--- src/rtl/sram_bus_dualport_arbiter.sv ---
// Two-master arbiter for a dual-port SRAM-bus RAM: reads on port A, writes on port B, round-robin per port.
// Optional ARB_PERF_CNT_EN adds saturating contention/blocking counters.
module sram_bus_dualport_arbiter #(
  parameter int DW = 32,
  parameter int AW = 32,
  parameter int MW = 4
) (
  input  logic          clk,
  input  logic          rst_n,
  input  logic          m0_req,
  input  logic          m0_we,
  input  logic [AW-1:0] m0_addr,
  input  logic [DW-1:0] m0_wdata,
  input  logic [MW-1:0] m0_wem,
  output logic          m0_addr_ok,
  output logic          m0_data_ok,
  output logic [DW-1:0] m0_rdata,
  input  logic          m1_req,
  input  logic          m1_we,
  input  logic [AW-1:0] m1_addr,
  input  logic [DW-1:0] m1_wdata,
  input  logic [MW-1:0] m1_wem,
  output logic          m1_addr_ok,
  output logic          m1_data_ok,
  output logic [DW-1:0] m1_rdata,
  output logic          ram_req_a,
  output logic [AW-1:0] ram_addr_a,
  input  logic          ram_addr_ok_a,
  input  logic          ram_data_ok_a,
  input  logic [DW-1:0] ram_dout_a,
  output logic          ram_req_b,
  output logic          ram_we_b,
  output logic [AW-1:0] ram_addr_b,
  output logic [DW-1:0] ram_din_b,
  output logic [MW-1:0] ram_wem_b,
  input  logic          ram_addr_ok_b,
  input  logic          ram_data_ok_b
`ifdef ARB_PERF_CNT_EN
  ,
  output logic [31:0]   perf_contend_cnt,
  output logic [31:0]   perf_block_cnt
`endif
);

  logic rd_req0, rd_req1, wr_req0, wr_req1;
  logic rd_any, wr_any, rd_both, wr_both;
  logic rd_sel, wr_sel;
  logic rd_acc, wr_acc;
  logic rr_rd, rr_wr;
  logic rd_owner, wr_owner, rd_vld, wr_vld;

  // Requests are masked while reset is held so every output reads 0 during reset.
  always_comb begin
    rd_req0 = rst_n & m0_req & ~m0_we;
    rd_req1 = rst_n & m1_req & ~m1_we;
    wr_req0 = rst_n & m0_req & m0_we;
    wr_req1 = rst_n & m1_req & m1_we;
    rd_any  = rd_req0 | rd_req1;
    wr_any  = wr_req0 | wr_req1;
    rd_both = rd_req0 & rd_req1;
    wr_both = wr_req0 & wr_req1;
    rd_sel  = rd_both ? rr_rd : rd_req1;
    wr_sel  = wr_both ? rr_wr : wr_req1;
    rd_acc  = rd_any & ram_addr_ok_a;
    wr_acc  = wr_any & ram_addr_ok_b;
  end

  always_comb begin
    ram_req_a  = rd_any;
    ram_addr_a = rd_any ? (rd_sel ? m1_addr : m0_addr) : '0;
    ram_req_b  = wr_any;
    ram_we_b   = wr_any;
    ram_addr_b = wr_any ? (wr_sel ? m1_addr  : m0_addr)  : '0;
    ram_din_b  = wr_any ? (wr_sel ? m1_wdata : m0_wdata) : '0;
    ram_wem_b  = wr_any ? (wr_sel ? m1_wem   : m0_wem)   : '0;
  end

  always_comb begin
    m0_addr_ok = (rd_acc & ~rd_sel) | (wr_acc & ~wr_sel);
    m1_addr_ok = (rd_acc &  rd_sel) | (wr_acc &  wr_sel);
    m0_data_ok = (ram_data_ok_a & rd_vld & ~rd_owner) | (ram_data_ok_b & wr_vld & ~wr_owner);
    m1_data_ok = (ram_data_ok_a & rd_vld &  rd_owner) | (ram_data_ok_b & wr_vld &  wr_owner);
    m0_rdata   = (rd_vld & ~rd_owner) ? ram_dout_a : '0;
    m1_rdata   = (rd_vld &  rd_owner) ? ram_dout_a : '0;
  end

  // Owner flags live exactly one cycle: the RAM answers one cycle after accept.
  always_ff @(posedge clk or negedge rst_n) begin
    if (!rst_n) begin
      rr_rd    <= 1'b0;
      rr_wr    <= 1'b0;
      rd_owner <= 1'b0;
      wr_owner <= 1'b0;
      rd_vld   <= 1'b0;
      wr_vld   <= 1'b0;
    end else begin
      rd_vld <= rd_acc;
      wr_vld <= wr_acc;
      if (rd_acc) rd_owner <= rd_sel;
      if (wr_acc) wr_owner <= wr_sel;
      if (rd_acc & rd_both) rr_rd <= ~rd_sel;
      if (wr_acc & wr_both) rr_wr <= ~wr_sel;
    end
  end

`ifdef ARB_PERF_CNT_EN
  function automatic logic [31:0] sat_inc(input logic [31:0] v);
    return (v == 32'hFFFF_FFFF) ? v : v + 32'd1;
  endfunction

  always_ff @(posedge clk or negedge rst_n) begin
    if (!rst_n) begin
      perf_contend_cnt <= '0;
      perf_block_cnt   <= '0;
    end else begin
      if (rd_both | wr_both)        perf_contend_cnt <= sat_inc(perf_contend_cnt);
      if (rd_any & ~ram_addr_ok_a)  perf_block_cnt   <= sat_inc(perf_block_cnt);
    end
  end
`endif

endmodule
--- config.mk ---
export PLATFORM = sky130hd
export DESIGN_NAME = sram_bus_dualport_arbiter
export DESIGN_NICKNAME = d
export VERILOG_FILES = /design/src/rtl/sram_bus_dualport_arbiter.sv
export SDC_FILE = /design/constraint.sdc
export NUM_CORES = 1
export LEC_CHECK = 0
export BUFFER_PORTS_ARGS = -buffer_cell sky130_fd_sc_hd__buf_2
export CAP_MARGIN = 20
export CORE_AREA = 2 2 134 136
export DETAILED_ROUTE_END_ITERATION = 7
export DIE_AREA = 0 0 136 138
export GPL_TIMING_DRIVEN = 0
export SLEW_MARGIN = 20
export SYNTH_ARGS = -nofsm -noshare
export SYNTH_HDL_FRONTEND = slang
export SYNTH_SLANG_ARGS = --single-unit
--- constraint.sdc ---
create_clock -name clk -period 3.7 [get_ports clk]
set_clock_uncertainty 0.2 [all_clocks]
set_input_delay 0 -clock clk [delete_from_list [all_inputs] [get_ports clk]]
set_output_delay 0 -clock clk [all_outputs]
set_load 0.02 [all_outputs]
==> metrics.txt <==
Cell Chain, Critical Path=nand3b_1, and2_4, buf_2, buf_6, o21ai_1, buf_2; WL final=17800 µm; initial antenna violation count=11; min-delay src=m1_req; CTS H-tree lvls=1; Mapped Cells=475; Area Growth Syn to Fin=83.1%; reg-to-reg critical path endpoint=rd_owner; Crit path arrival time=2130 ps; Setup violations, final=0; Worst R2R Setup Slack=2440 ps; Layout Nets=1009; syn_area_per_cell=5.47 µm²; sequential share of the synthesized area=0.0578; # DRC=0; largest area contributor in the netlist=nand3_1; required time worst endpoint=3500 ps; first-pass GRT wire length=25400 µm; vias per cell=4.81; CTS Root Cell=clkbuf_16; DPL Wire Length=14700 µm; pwr/cell area=182 nW/µm²; period utilization=0.630; Routed WL per cell=16.7 µm; WS Path Type=reg2out; Syn Nets=653; PortBufs=347; # rows=49; drt first pass iters=7; actual slew at the worst max-slew pin=662 ps; cell area after synthesis=2600 µm²; RR Startpoint=rd_owner; flops & latches, synth=6; setup TNS=0 ps; share of async-settable or async-resettable flops after synthesis=1.00; IO Count=349; Tmin final=2330 ps; height of the die=138 µm; largest net degree at the start of global routing=11; Placer Congestion=0.933; post-cts repair resize count=0; post-CTS setup buffers=0; hold path depth=3; Clock Path Buffers=2; max frequency=429 MHz; GRT Util Overall=0.169; status=finished clean; WHS Endpoint=rd_owner; ys flop type=dfrtp_1; Crit Path Max Fanout=10; Max rail drop VDD=0.000152 V; Worst Hold Class=in2reg; Die ar.=18800 µm²; Yosys Warn Count=0; GR Overflow Total=0; vias in the first global route=4513; CTS tree=done; clock-pin slew on the worst setup and hold paths=30 ps; DR vias=5128; synth unique cells=32; Starting Density=0.148; Skew-Pair Late Insertion Delay=230 ps; critical path launch point type=register; Die W=136 µm; Util after Layout=0.271; RSZ-0062 raised after global routing=false; max cap viols=0; most frequent CP cell=buf_2; CTS Sinks=6; CP peak stage delay=420 ps; TritonCTS Buffers=3; Area contributors post-synth=nand3_1, o21ai_0, and2_1; delay-heaviest family, CP=simple AND/OR/NAND/NOR gates; CP bufs+invs=3; layout cells sized above 1=0.462; Post-synth EDFFs=0; R2R cell count=2; worst rel slew slack=0.556; Final Max Slew Viols=0; Slowest cell on crit path=nand3b_1; CP Capture Type=output pin; area share of the largest cell type after synthesis=0.329; Pleak=2.65 nW; Layout fillers=2044; remaining antenna violation count=0; 1st-iter DRT viols=370; Fin. Hold Viols=0; core area=17500 µm²
-- Yosys cell counts, types with 3 or more instances --
cell type	instances
nand3_1	171
o21ai_0	90
clkbuf_1	36
and2_1	33
and3_1	33
a21oi_1	32
buf_2	23
o21ai_1	14
dfrtp_1	6
clkbuf_2	4
inv_1	3
nand2_1	3
nor2b_1	3
-- registers in the layout, summed over array words and instances (netlist names) --
| register | cells |
|---|---|
| rd_vld | 1 |
| wr_owner | 1 |
| rr_wr | 1 |
| rr_rd | 1 |
| rd_owner | 1 |
| wr_vld | 1 |
-- where the power goes --
| part | switching, mW | total, mW | leakage, nW | internal, mW |
|---|---|---|---|---|
| combinational | 0.385 | 0.594 | 2.54 | 0.209 |
| sequential | 0.0147 | 0.0919 | 0.0774 | 0.0772 |
| clock | 0.0402 | 0.179 | 0.0370 | 0.139 |
-- per-stage QoR --
| stage | area (µm²) | worst slack, ps | hold WS (ps) | total power, mW | std cells |
|---|---|---|---|---|---|
| 3_5_place_dp | 4620 | 1570 | -323 | 0.677 | 1051 |
| 6_report | 4760 | 1370 | 4.67 | 0.865 | 1066 |
| 2_1_floorplan | 2600 | 2030 | -496 | 0.407 | 475 |
| 4_1_cts | 4740 | 1320 | 5.11 | 0.864 | 1058 |
| 5_1_grt | 4750 | 1280 | 39.1 | 0.922 | 1065 |
| 3_3_place_gp | 4620 | 1590 | -330 | 0.678 | 1051 |
-- area by class of cell --
class                      instances  area [µm²]  area share
multi-input combinational        399        2140       0.449
timing repair buffer             351        1780       0.374
buffer                            66         297      0.0624
tap                              229         287      0.0602
sequential                         6         150      0.0316
clock buffer                       3        75.1      0.0158
antenna                            8        20.0     0.00421
inverter                           4        15.0     0.00316
-- repair_timing --
item | 4_1_cts | 5_1_grt
endpoints found under the setup margin | 0 | 0
hold buffers | 4 | 0
hold endpoints to repair | 10 | 0
-- cell usage in the layout, fill, tap and decap left out, drive strengths merged --
cell type / Yosys / layout
o211ai: 1 / 1
and2: 34 / 34
inv: 4 / 4
diode: 0 / 8
a22o: 1 / 1
o21bai: 1 / 1
or3b: 1 / 1
nand4: 1 / 1
clkbuf: 40 / 43
nand3b: 2 / 2
nor3: 2 / 2
nor3b: 1 / 1
nor2: 2 / 2
nand4b: 1 / 1
o22ai: 1 / 1
dlygate4sd3: 0 / 4
o2bb2ai: 1 / 1
xor2: 2 / 2
buf: 26 / 373
a22oi: 1 / 1
nor2b: 3 / 3
and3b: 1 / 1
o21ai: 104 / 104
nand3: 171 / 171
dfrtp: 6 / 6
a21oi: 32 / 32
and3: 33 / 33
nand2: 3 / 3
-- per-layer routing --
layer | track usage | up-vias | wire (µm)
li1 | - | 2447 | -
met3 | 0.0271 | 27 | 1530
met4 | 0.0455 | 2 | 403
met2 | 0.299 | 289 | 8760
met1 | 0.209 | 2363 | 7100
met5 | 0 | - | 11
-- cells by family after synthesis --
| logic type | after synthesis | share of synthesized area |
|---|---|---|
| buf+inv | 70 | 0.120 |
| xor+xnor | 2 | 0.00674 |
| compound gates | 142 | 0.280 |
| simple gates | 255 | 0.536 |
| flops | 6 | 0.0578 |
-- worst max-delay path by stage --
stage,from,endpoint,slack [ps],cells after the start
final,rr_wr,ram_wem_b[2],1370,6
after global routing,rr_wr,ram_wem_b[2],1280,6
after CTS,rr_wr,m0_addr_ok,1320,6
after detailed placement,rr_wr,m0_addr_ok,1570,6
after global placement,rr_wr,ram_din_b[18],1590,5
after floorplan,rr_wr,ram_din_b[15],2030,4
-- worst min-delay path, cell delays in order --
cell       delay [ps]
buf_2             140
nand4b_1          150
o2bb2ai_1          90
(Power assumes the default switching activity.)
